===== src/rtl/jtframe_ddr_pkg.sv =====
// Shared encodings and widths for the two-client DDR3 read arbiter.
package jtframe_ddr_pkg;

  localparam int unsigned DDR_DW = 64;
  localparam int unsigned WDOG_W = 10;

  typedef enum logic [1:0] {
    ST_IDLE  = 2'd0,
    ST_ISSUE = 2'd1,
    ST_WAIT  = 2'd2
  } state_t;

endpackage


===== src/rtl/jtframe_ddr_rd_arb_if.sv =====
// Avalon read-port bundle between the arbiter (master) and the DDR3 controller (slave).
interface jtframe_ddr_rd_arb_if #(
  parameter int unsigned AW  = 29,
  parameter int unsigned BCW = 8
);
  import jtframe_ddr_pkg::*;

  logic              ddram_busy;
  logic              ddram_rd;
  logic [AW-1:0]     ddram_addr;
  logic [BCW-1:0]    ddram_burstcnt;
  logic [DDR_DW-1:0] ddram_dout;
  logic              ddram_dout_ready;

  modport master (
    input  ddram_busy, ddram_dout, ddram_dout_ready,
    output ddram_rd, ddram_addr, ddram_burstcnt
  );

  modport slave (
    output ddram_busy, ddram_dout, ddram_dout_ready,
    input  ddram_rd, ddram_addr, ddram_burstcnt
  );

endinterface


===== src/rtl/jtframe_ddr_rd_arb.sv =====
// Two-client round-robin burst arbiter for the DDR3 Avalon read port.
// Define JTFRAME_DDR_ARB_WATCHDOG_EN to add a WAIT watchdog and the sticky error output.
module jtframe_ddr_rd_arb
  import jtframe_ddr_pkg::*;
#(
  parameter int unsigned AW  = 29,
  parameter int unsigned BCW = 8
) (
  input  logic              clk,
  input  logic              rst,
  input  logic              req0,
  input  logic [AW-1:0]     addr0,
  input  logic [BCW-1:0]    burstcnt0,
  output logic              dout_ready0,
  output logic              done0,
  input  logic              req1,
  input  logic [AW-1:0]     addr1,
  input  logic [BCW-1:0]    burstcnt1,
  output logic              dout_ready1,
  output logic              done1,
  output logic [DDR_DW-1:0] dout,
  output logic              owner,
  output logic              busy,
`ifdef JTFRAME_DDR_ARB_WATCHDOG_EN
  output logic              error,
`endif
  jtframe_ddr_rd_arb_if.master ddr
);

  state_t         state, state_nx;
  logic           owner_nx;
  logic           last, last_nx;
  logic           rd, rd_nx;
  logic [AW-1:0]  addr_q, addr_nx;
  logic [BCW-1:0] bcnt_q, bcnt_nx;
  logic [BCW-1:0] cnt, cnt_nx;
  logic [1:0]     done_q, done_nx;
  logic           zero_pend, zero_nx;
  logic [1:0]     req_m;
  logic           pick;
`ifdef JTFRAME_DDR_ARB_WATCHDOG_EN
  logic [WDOG_W-1:0] wdog, wdog_nx;
  logic              err_q, err_nx;
`endif

  // A client whose done is showing cannot win again on that edge
  assign req_m = {req1 & ~done_q[1], req0 & ~done_q[0]};
  assign pick  = (&req_m) ? ~last : req_m[1];

  always_comb begin
    state_nx = state;
    owner_nx = owner;
    last_nx  = last;
    rd_nx    = rd;
    addr_nx  = addr_q;
    bcnt_nx  = bcnt_q;
    cnt_nx   = cnt;
    done_nx  = 2'b00;
    zero_nx  = 1'b0;
`ifdef JTFRAME_DDR_ARB_WATCHDOG_EN
    wdog_nx  = wdog;
    err_nx   = err_q;
`endif
    unique case (state)
      ST_IDLE: begin
        if (zero_pend) begin
          done_nx[owner] = 1'b1;
        end else if (|req_m) begin
          owner_nx = pick;
          last_nx  = pick;
          addr_nx  = pick ? addr1 : addr0;
          bcnt_nx  = pick ? burstcnt1 : burstcnt0;
          // Zero-length bursts complete without touching the DDR3 port
          if (bcnt_nx != '0) begin
            state_nx = ST_ISSUE;
            rd_nx    = 1'b1;
          end else begin
            zero_nx  = 1'b1;
          end
        end
      end
      ST_ISSUE: begin
        if (!ddr.ddram_busy) begin
          rd_nx    = 1'b0;
          cnt_nx   = bcnt_q;
          state_nx = ST_WAIT;
`ifdef JTFRAME_DDR_ARB_WATCHDOG_EN
          wdog_nx  = '0;
`endif
        end
      end
      ST_WAIT: begin
        if (ddr.ddram_dout_ready) begin
          cnt_nx = cnt - BCW'(1);
`ifdef JTFRAME_DDR_ARB_WATCHDOG_EN
          wdog_nx = '0;
`endif
          if (cnt == BCW'(1)) begin
            done_nx[owner] = 1'b1;
            state_nx       = ST_IDLE;
          end
        end
`ifdef JTFRAME_DDR_ARB_WATCHDOG_EN
        else begin
          wdog_nx = wdog + WDOG_W'(1);
          if (&wdog_nx) begin
            done_nx[owner] = 1'b1;
            err_nx         = 1'b1;
            state_nx       = ST_IDLE;
          end
        end
`endif
      end
      default: state_nx = ST_IDLE;
    endcase
  end

  always_ff @(posedge clk) begin
    if (rst) begin
      state     <= ST_IDLE;
      owner     <= 1'b0;
      last      <= 1'b1;
      rd        <= 1'b0;
      addr_q    <= '0;
      bcnt_q    <= '0;
      cnt       <= '0;
      done_q    <= 2'b00;
      zero_pend <= 1'b0;
`ifdef JTFRAME_DDR_ARB_WATCHDOG_EN
      wdog      <= '0;
      err_q     <= 1'b0;
`endif
    end else begin
      state     <= state_nx;
      owner     <= owner_nx;
      last      <= last_nx;
      rd        <= rd_nx;
      addr_q    <= addr_nx;
      bcnt_q    <= bcnt_nx;
      cnt       <= cnt_nx;
      done_q    <= done_nx;
      zero_pend <= zero_nx;
`ifdef JTFRAME_DDR_ARB_WATCHDOG_EN
      wdog      <= wdog_nx;
      err_q     <= err_nx;
`endif
    end
  end

  // Beats are forwarded only to the owner and only while a burst is in flight
  assign dout_ready0 = (state == ST_WAIT) & ~owner & ddr.ddram_dout_ready;
  assign dout_ready1 = (state == ST_WAIT) &  owner & ddr.ddram_dout_ready;
  assign dout        = ddr.ddram_dout;
  assign done0       = done_q[0];
  assign done1       = done_q[1];
  assign busy        = (state != ST_IDLE);

  assign ddr.ddram_rd       = rd;
  assign ddr.ddram_addr     = addr_q;
  assign ddr.ddram_burstcnt = bcnt_q;
`ifdef JTFRAME_DDR_ARB_WATCHDOG_EN
  assign error = err_q;
`endif

endmodule


===== src/flat_wrapper.sv =====
// flat-port wrapper written by rule: the top's interface ports become plain ports
module jtframe_ddr_rd_arb_flat import jtframe_ddr_pkg::*;
#(
  parameter int unsigned AW  = 29,
  parameter int unsigned BCW = 8
)
  (clk, rst, req0, addr0, burstcnt0, dout_ready0, done0, req1, addr1, burstcnt1, dout_ready1, done1, dout, owner, busy, ddr_ddram_busy, ddr_ddram_dout, ddr_ddram_dout_ready, ddr_ddram_rd, ddr_ddram_addr, ddr_ddram_burstcnt);
  jtframe_ddr_rd_arb_if #(.AW(AW), .BCW(BCW)) ddr_i ();
  input  logic clk;
  input  logic rst;
  input  logic req0;
  input  logic [AW-1:0] addr0;
  input  logic [BCW-1:0] burstcnt0;
  output logic dout_ready0;
  output logic done0;
  input  logic req1;
  input  logic [AW-1:0] addr1;
  input  logic [BCW-1:0] burstcnt1;
  output logic dout_ready1;
  output logic done1;
  output logic [DDR_DW-1:0] dout;
  output logic owner;
  output logic busy;
  input wire logic [$bits(ddr_i.ddram_busy)-1:0] ddr_ddram_busy;
  input wire logic [$bits(ddr_i.ddram_dout)-1:0] ddr_ddram_dout;
  input wire logic [$bits(ddr_i.ddram_dout_ready)-1:0] ddr_ddram_dout_ready;
  output wire logic [$bits(ddr_i.ddram_rd)-1:0] ddr_ddram_rd;
  output wire logic [$bits(ddr_i.ddram_addr)-1:0] ddr_ddram_addr;
  output wire logic [$bits(ddr_i.ddram_burstcnt)-1:0] ddr_ddram_burstcnt;
  assign ddr_i.ddram_busy = ddr_ddram_busy;
  assign ddr_i.ddram_dout = ddr_ddram_dout;
  assign ddr_i.ddram_dout_ready = ddr_ddram_dout_ready;
  assign ddr_ddram_rd = ddr_i.ddram_rd;
  assign ddr_ddram_addr = ddr_i.ddram_addr;
  assign ddr_ddram_burstcnt = ddr_i.ddram_burstcnt;
  jtframe_ddr_rd_arb #(.AW(AW), .BCW(BCW)) u_core (.clk(clk), .rst(rst), .req0(req0), .addr0(addr0), .burstcnt0(burstcnt0), .dout_ready0(dout_ready0), .done0(done0), .req1(req1), .addr1(addr1), .burstcnt1(burstcnt1), .dout_ready1(dout_ready1), .done1(done1), .dout(dout), .owner(owner), .busy(busy), .ddr(ddr_i));
endmodule

===== config.mk =====
export PLATFORM = sky130hd
export DESIGN_NAME = jtframe_ddr_rd_arb_flat
export DESIGN_NICKNAME = d
export VERILOG_FILES = /design/src/rtl/jtframe_ddr_pkg.sv /design/src/rtl/jtframe_ddr_rd_arb_if.sv /design/src/rtl/jtframe_ddr_rd_arb.sv /design/src/flat_wrapper.sv
export SDC_FILE = /design/constraint.sdc
export NUM_CORES = 1
export LEC_CHECK = 0
export ABC_AREA = 1
export CAP_MARGIN = 40
export CORE_MARGIN = 4
export CORE_UTILIZATION = 34
export CTS_CLUSTER_DIAMETER = 60
export DETAILED_ROUTE_END_ITERATION = 6
export PLACE_DENSITY = 0.92
export SLEW_MARGIN = 25
export SYNTH_ARGS = -nofsm -noshare
export SYNTH_HDL_FRONTEND = slang
export SYNTH_SLANG_ARGS = --single-unit
export TNS_END_PERCENT = 20

===== constraint.sdc =====
create_clock -name clk -period 1.8 [get_ports clk]
set_input_delay 0.18 -clock clk [delete_from_list [all_inputs] [get_ports clk]]
set_output_delay 0.18 -clock clk [all_outputs]
set_load 0.05 [all_outputs]

# Word-level counts from Yosys, hierarchy flattened
# Cells that the tools add are included.
# totals
regBits	53
word_cells	72
inputBits	144
# op_classes
n_mux	25
order_cmp	2
n_reduce_logical	13
n_eq_ne	9
bitwise_logic	13
addsub	1
# ops
operator	count
$mux W29	1
$mux W8	3
$mux W2	9
$pmux W8 S2	1
$eq A8 B1 Y1 const B	1
$reduce_bool A8 Y1	1
$sub A8 B1 Y8 const B	1
$mux W1	7
$not A1 Y1	7
$and A1 B1 Y1	6
$ne A2 B1 Y1 const B	3
$ne A2 B2 Y1 const B	3
$pmux W2 S3	1
$reduce_and A3 Y1	2
$reduce_and A6 Y1	1
$reduce_bool A2 Y1	3
$reduce_and A5 Y1	1
$pmux W2 S2	1
$reduce_or A4 Y1	1
$eq A2 B1 Y1 const B	1
$eq A2 B2 Y1 const B	1
$logic_not A2 Y1	1
$lt A1 B2 Y1 const B	1
$pmux W1 S2	1
other kinds (5)	5

# Depth between registers and ports, before layout
# depth
depth_word	10
ltp_mapped	11

# Worst setup path before layout
# No wires, ideal clock.
# synth_path
path_type	flip-flop to flip-flop
start	register u_core.done_q[0]
end	register u_core.addr_q[0] (netlist: u_core.ddr.ddram_addr[0])
path_stages_with_launch	10
period_less_slack_ns	1.696
setup_slack_ns	0.104
t_arrival_ns	1.579
path_cell_list	dfxtp_1 -> inv_1 -> nand2_1 -> o21ai_1 -> nand2_1 -> nor2_4 -> buf_6 -> buf_2 -> o211ai_1 -> inv_1
# synth_between
elab_chain_len	5
# synth_lines
element	line	text
start, declared	jtframe_ddr_rd_arb.sv:37	logic [1:0] done_q, done_nx;
start signal, assigned	jtframe_ddr_rd_arb.sv:141	done_q <= done_nx;
$not A1 Y1 *	jtframe_ddr_rd_arb.sv:47	assign req_m = {req1 & ~done_q[1], req0 & ~done_q[0]};
$and A1 B1 Y1 *	jtframe_ddr_rd_arb.sv:47	
$reduce_and A2 Y1	jtframe_ddr_rd_arb.sv:48	assign pick = (&req_m) ? ~last : req_m[1];
$mux W1	jtframe_ddr_rd_arb.sv:48	
$mux W29	jtframe_ddr_rd_arb.sv:71	addr_nx = pick ? addr1 : addr0;
end signal, assigned	jtframe_ddr_rd_arb.sv:138	addr_q <= addr_nx;
end, declared	jtframe_ddr_rd_arb.sv:34	logic [AW-1:0] addr_q, addr_nx;
# Mark *: on every way between the ends. The rest lies on a longest branch, timed or not.
# A chain may end at the register's enable or synchronous reset.

# Final worst setup path
# layout_path
start	register u_core.owner
end	output port owner
# layout_rtl
element	line	text
start, declared	jtframe_ddr_rd_arb.sv:22	output logic owner,
start signal, assigned	jtframe_ddr_rd_arb.sv:135	owner <= owner_nx;
end, declared	flat_wrapper.sv:22	output logic owner;
# No word-level cell between the ends.

==> flow_summary.toml <==
[run_status]
outcome = "finished clean"

[sta]
layout_setup_ws_ns = 0.0851
finalSetupViolations = 0
report.final.hold_viol_count = 0
finalSetupTns_ns = 0
fin_crit_ns = 1.71
hold-worst-slack_ns = 0.360
tightest_slew_ns = 0.527
fin_skew_ns = 0.00506
fmax_mhz = 583
drv_slew = 0
slew_headroom = 0.647
fin_crit_sh = 0.953
rsz0062_at_grt = "false"

[die]
die_h_um = 105
die_w_um = 105
ios = 252
initial_core_util = 0.347
die_area_um2 = 10900
row_count = 35
coreArea_um2 = 9150

[cts]
cts_buffers = 5
postCtsSetupBuffers = 0
clock-sinks = 53
clock_latency_ns = 0.30
cts_root_buffer = "clkbuf_8"
ctsHtreeMaxLevel = 2
clk_pin_slew_ns = 0.10
cts_tree = "done"
cts_buffer_depth = 2

[power]
p_comb_frac = 0.385
power_density_nw_per_um2 = 872
max-vdd-ir-drop_uv = 395
power.leakage_uw = 0.00190
p_sw_frac = 0.373
seqPwrFrac = 0.389
switching_power_uw = 1350
clockPowerShare = 0.225
p_int_uw = 2270

[grt]
grt_max_degree = 57
grt-ovfl-total = 0
grt_usage = 0.157
grt_pass1_wl_um = 14100
grt_pass1_vias = 2992
antenna_found_initial = 0

[drt]
met3_length_um = 792
ant_nets = 0
routed.top_layer = "met4"
post-route-drc-count = 0
wirelength_um = 8770
avgViaCountPerCell = 4.94
vias = 3037
drtPass1Iterations = 5
wl_met2_um = 4550
wl_per_cell_um = 14.3
drtIter0Drc = 100
m1WireLength_um = 3110

[setup_path]
criticalPathCategory = "flip-flop to output port"
endpoint_kind = "output port"
worst-r2r-setup-slack_ns = 0.29
cp.arrival_ns = 1.53
path_buf_inv = 1
r2r-start = "u_core.done_q[0]$_SDFF_PP0_"
cp-start-kind = "flip-flop"
crit_slowest_cell = "clkdlybuf4s50_1"
crit_path_cell_trace = "clkdlybuf4s50_1"
r2r_end = "u_core.ddr.ddram_addr[4]$_SDFFE_PP0P_"
reg2reg_depth = 9
slowest_delay_ns = 0.83
crit_family = "buffers and inverters"
crit_fanout = 5
required_ns = 1.62

[place]
dp_hpwl_um = 6990
placed_area_um2 = 4030
dp_cells = 607
gp_congestion = 0.790
io_buffer_count = 123
pre_cts_slack_ns = -0.0141

[logic_synthesis]
syn_area_per_cell_um2 = 7.07
syn_inst = 449
syn-num-nets = 595
netlist_area_um2 = 3180
yosys_register_bits = 53
ys_seq_area_frac = 0.334
ys_warn_count = 0
ys_types = 31

[finish]
area_growth_pct = 30.7
final_nets = 649
final_area_um2 = 4150
final_cells = 615
layout-drive-gt1-share = 0.0655
fill_cells = 883
diodes = 0

[min_path]
min-delay-start = "ddr_ddram_dout[11]"
hold_path.class = "input pin to output port"
hold_path_depth = 0
min_to = "dout[11]"

[flow_run]
cap_viol_max_count = 0
layout make-up:
class	count	area (µm²)	share of cell area
clock buffers	5	68.8	0.0166
clock inverters	3	43.8	0.0106
inverters	61	229	0.0552
multi-input cells	251	1280	0.309
flip-flops and latches	53	1060	0.256
well taps	111	139	0.0335
repair buffers	131	1330	0.320
metal layers:
metal,vias to the layer above,global-route usage
met1,1381,0.156
met2,138,0.299
li1,1483,-
met3,35,0.0451
met5,-,0
met4,0,0.0684
worst max-delay path by stage:
| stage | from | end | slack, ns | cells after the start |
|---|---|---|---|---|
| finish | u_core.owner$_SDFFE_PP0P_ | owner | 0.09 | 1 |
| global route | u_core.owner$_SDFFE_PP0P_ | owner | 0.009 | 1 |
| CTS | u_core.done_q[1]$_SDFF_PP0_ | done1 | 0.04 | 1 |
| detailed placement | req1 | u_core.ddr.ddram_addr[4]$_SDFFE_PP0P_ | -0.01 | 9 |
| global placement | req1 | u_core.state[0]$_SDFFE_PP0P_ | 0.04 | 11 |
| floorplan | u_core.done_q[0]$_SDFF_PP0_ | u_core.ddr.ddram_addr[0]$_SDFFE_PP0P_ | 0.10 | 9 |
per-stage QoR:
step           power (µW)   util
6_report             3620  0.453
4_1_cts              3670  0.453
2_1_floorplan        2690      -
5_1_grt              3840  0.453
3_3_place_gp         2790  0.441
3_5_place_dp         2830  0.441
flip-flops by register name, summed over array words and instances, names as in the netlist:
register                   count
u_core.cnt                     8
u_core.ddr.ddram_addr         29
u_core.ddr.ddram_burstcnt      8
u_core.ddr.ddram_rd            1
u_core.done_q                  2
u_core.last                    1
u_core.owner                   1
u_core.state                   2
u_core.zero_pend               1
repair_timing:
item	in CTS	in global routing
hold endpoints to repair	0	0
gates resized for setup	0	1
hold buffers	0	0
setup endpoints to repair	0	1
Yosys cell counts:
library cell / instances / area (µm²)
nand2_1: 102 / 383
buf_4: 68 / 510
inv_1: 57 / 214
dfxtp_1: 53 / 1060
nand3_1: 35 / 175
o211ai_1: 29 / 218
a21oi_1: 21 / 105
o21ai_0: 18 / 90.1
nor2_1: 16 / 60.1
buf_2: 9 / 45.0
nand3b_1: 8 / 60.1
buf_6: 3 / 33.8
clkbuf_1: 3 / 11.3
inv_2: 3 / 11.3
nor2_4: 3 / 33.8
o21ai_1: 3 / 15.0
a211oi_1: 2 / 15.0
ha_1: 2 / 25.0
nor3_1: 2 / 10.0
a21oi_2: 1 / 8.76
a31oi_1: 1 / 6.26
buf_1: 1 / 3.75
clkinv_1: 1 / 3.75
nand2_2: 1 / 6.26
nand2_4: 1 / 11.3
nand3_4: 1 / 17.5
nand4_1: 1 / 6.26
o2111a_1: 1 / 11.3
o22ai_1: 1 / 6.26
xnor2_1: 1 / 8.76
xor2_1: 1 / 8.76
kinds of logic (layout without fill, tap and decap cells):
logic type | count (synthesis) | after routing | synth area share
simple gates | 170 | 170 | 0.240
buf+inv | 145 | 200 | 0.262
compound gates | 77 | 77 | 0.150
flops | 53 | 53 | 0.334
fa+ha+maj | 2 | 2 | 0.00788
xor+xnor | 2 | 2 | 0.00552
power groups by stage:
stage	logic [µW]	registers [µW]	clock network [µW]
2_1_floorplan	888	1800	0
3_3_place_gp	1360	1430	0
3_5_place_dp	1400	1430	0
4_1_cts	1400	1410	856
5_1_grt	1510	1430	903
6_report	1390	1410	816
layout by cell type, fill, tap and decap left out, drive strengths merged:
master and n:
a211oi 2, a21oi 22, a31oi 1, buf 15, bufinv 1, clkbuf 5
clkdlybuf4s50 115, clkinv 2, dfxtp 53, dlymetal6s2s 1, ha 2, inv 61
nand2 104, nand3 36, nand3b 8, nand4 1, nor2 19, nor3 2
o2111a 1, o211ai 29, o21ai 21, o22ai 1, xnor2 1, xor2 1
worst register-to-register path, cell delays in order (launching register included):
cell and delay, ns:
dfxtp_1 0.33, inv_1 0.11, nand2_1 0.06, o21ai_1 0.08
nand2_1 0.12, nor2_4 0.16, buf_12 0.24, nand3_1 0.14
o211ai_1 0.11, inv_1 0.07
Power figures use the tool's default switching activity.
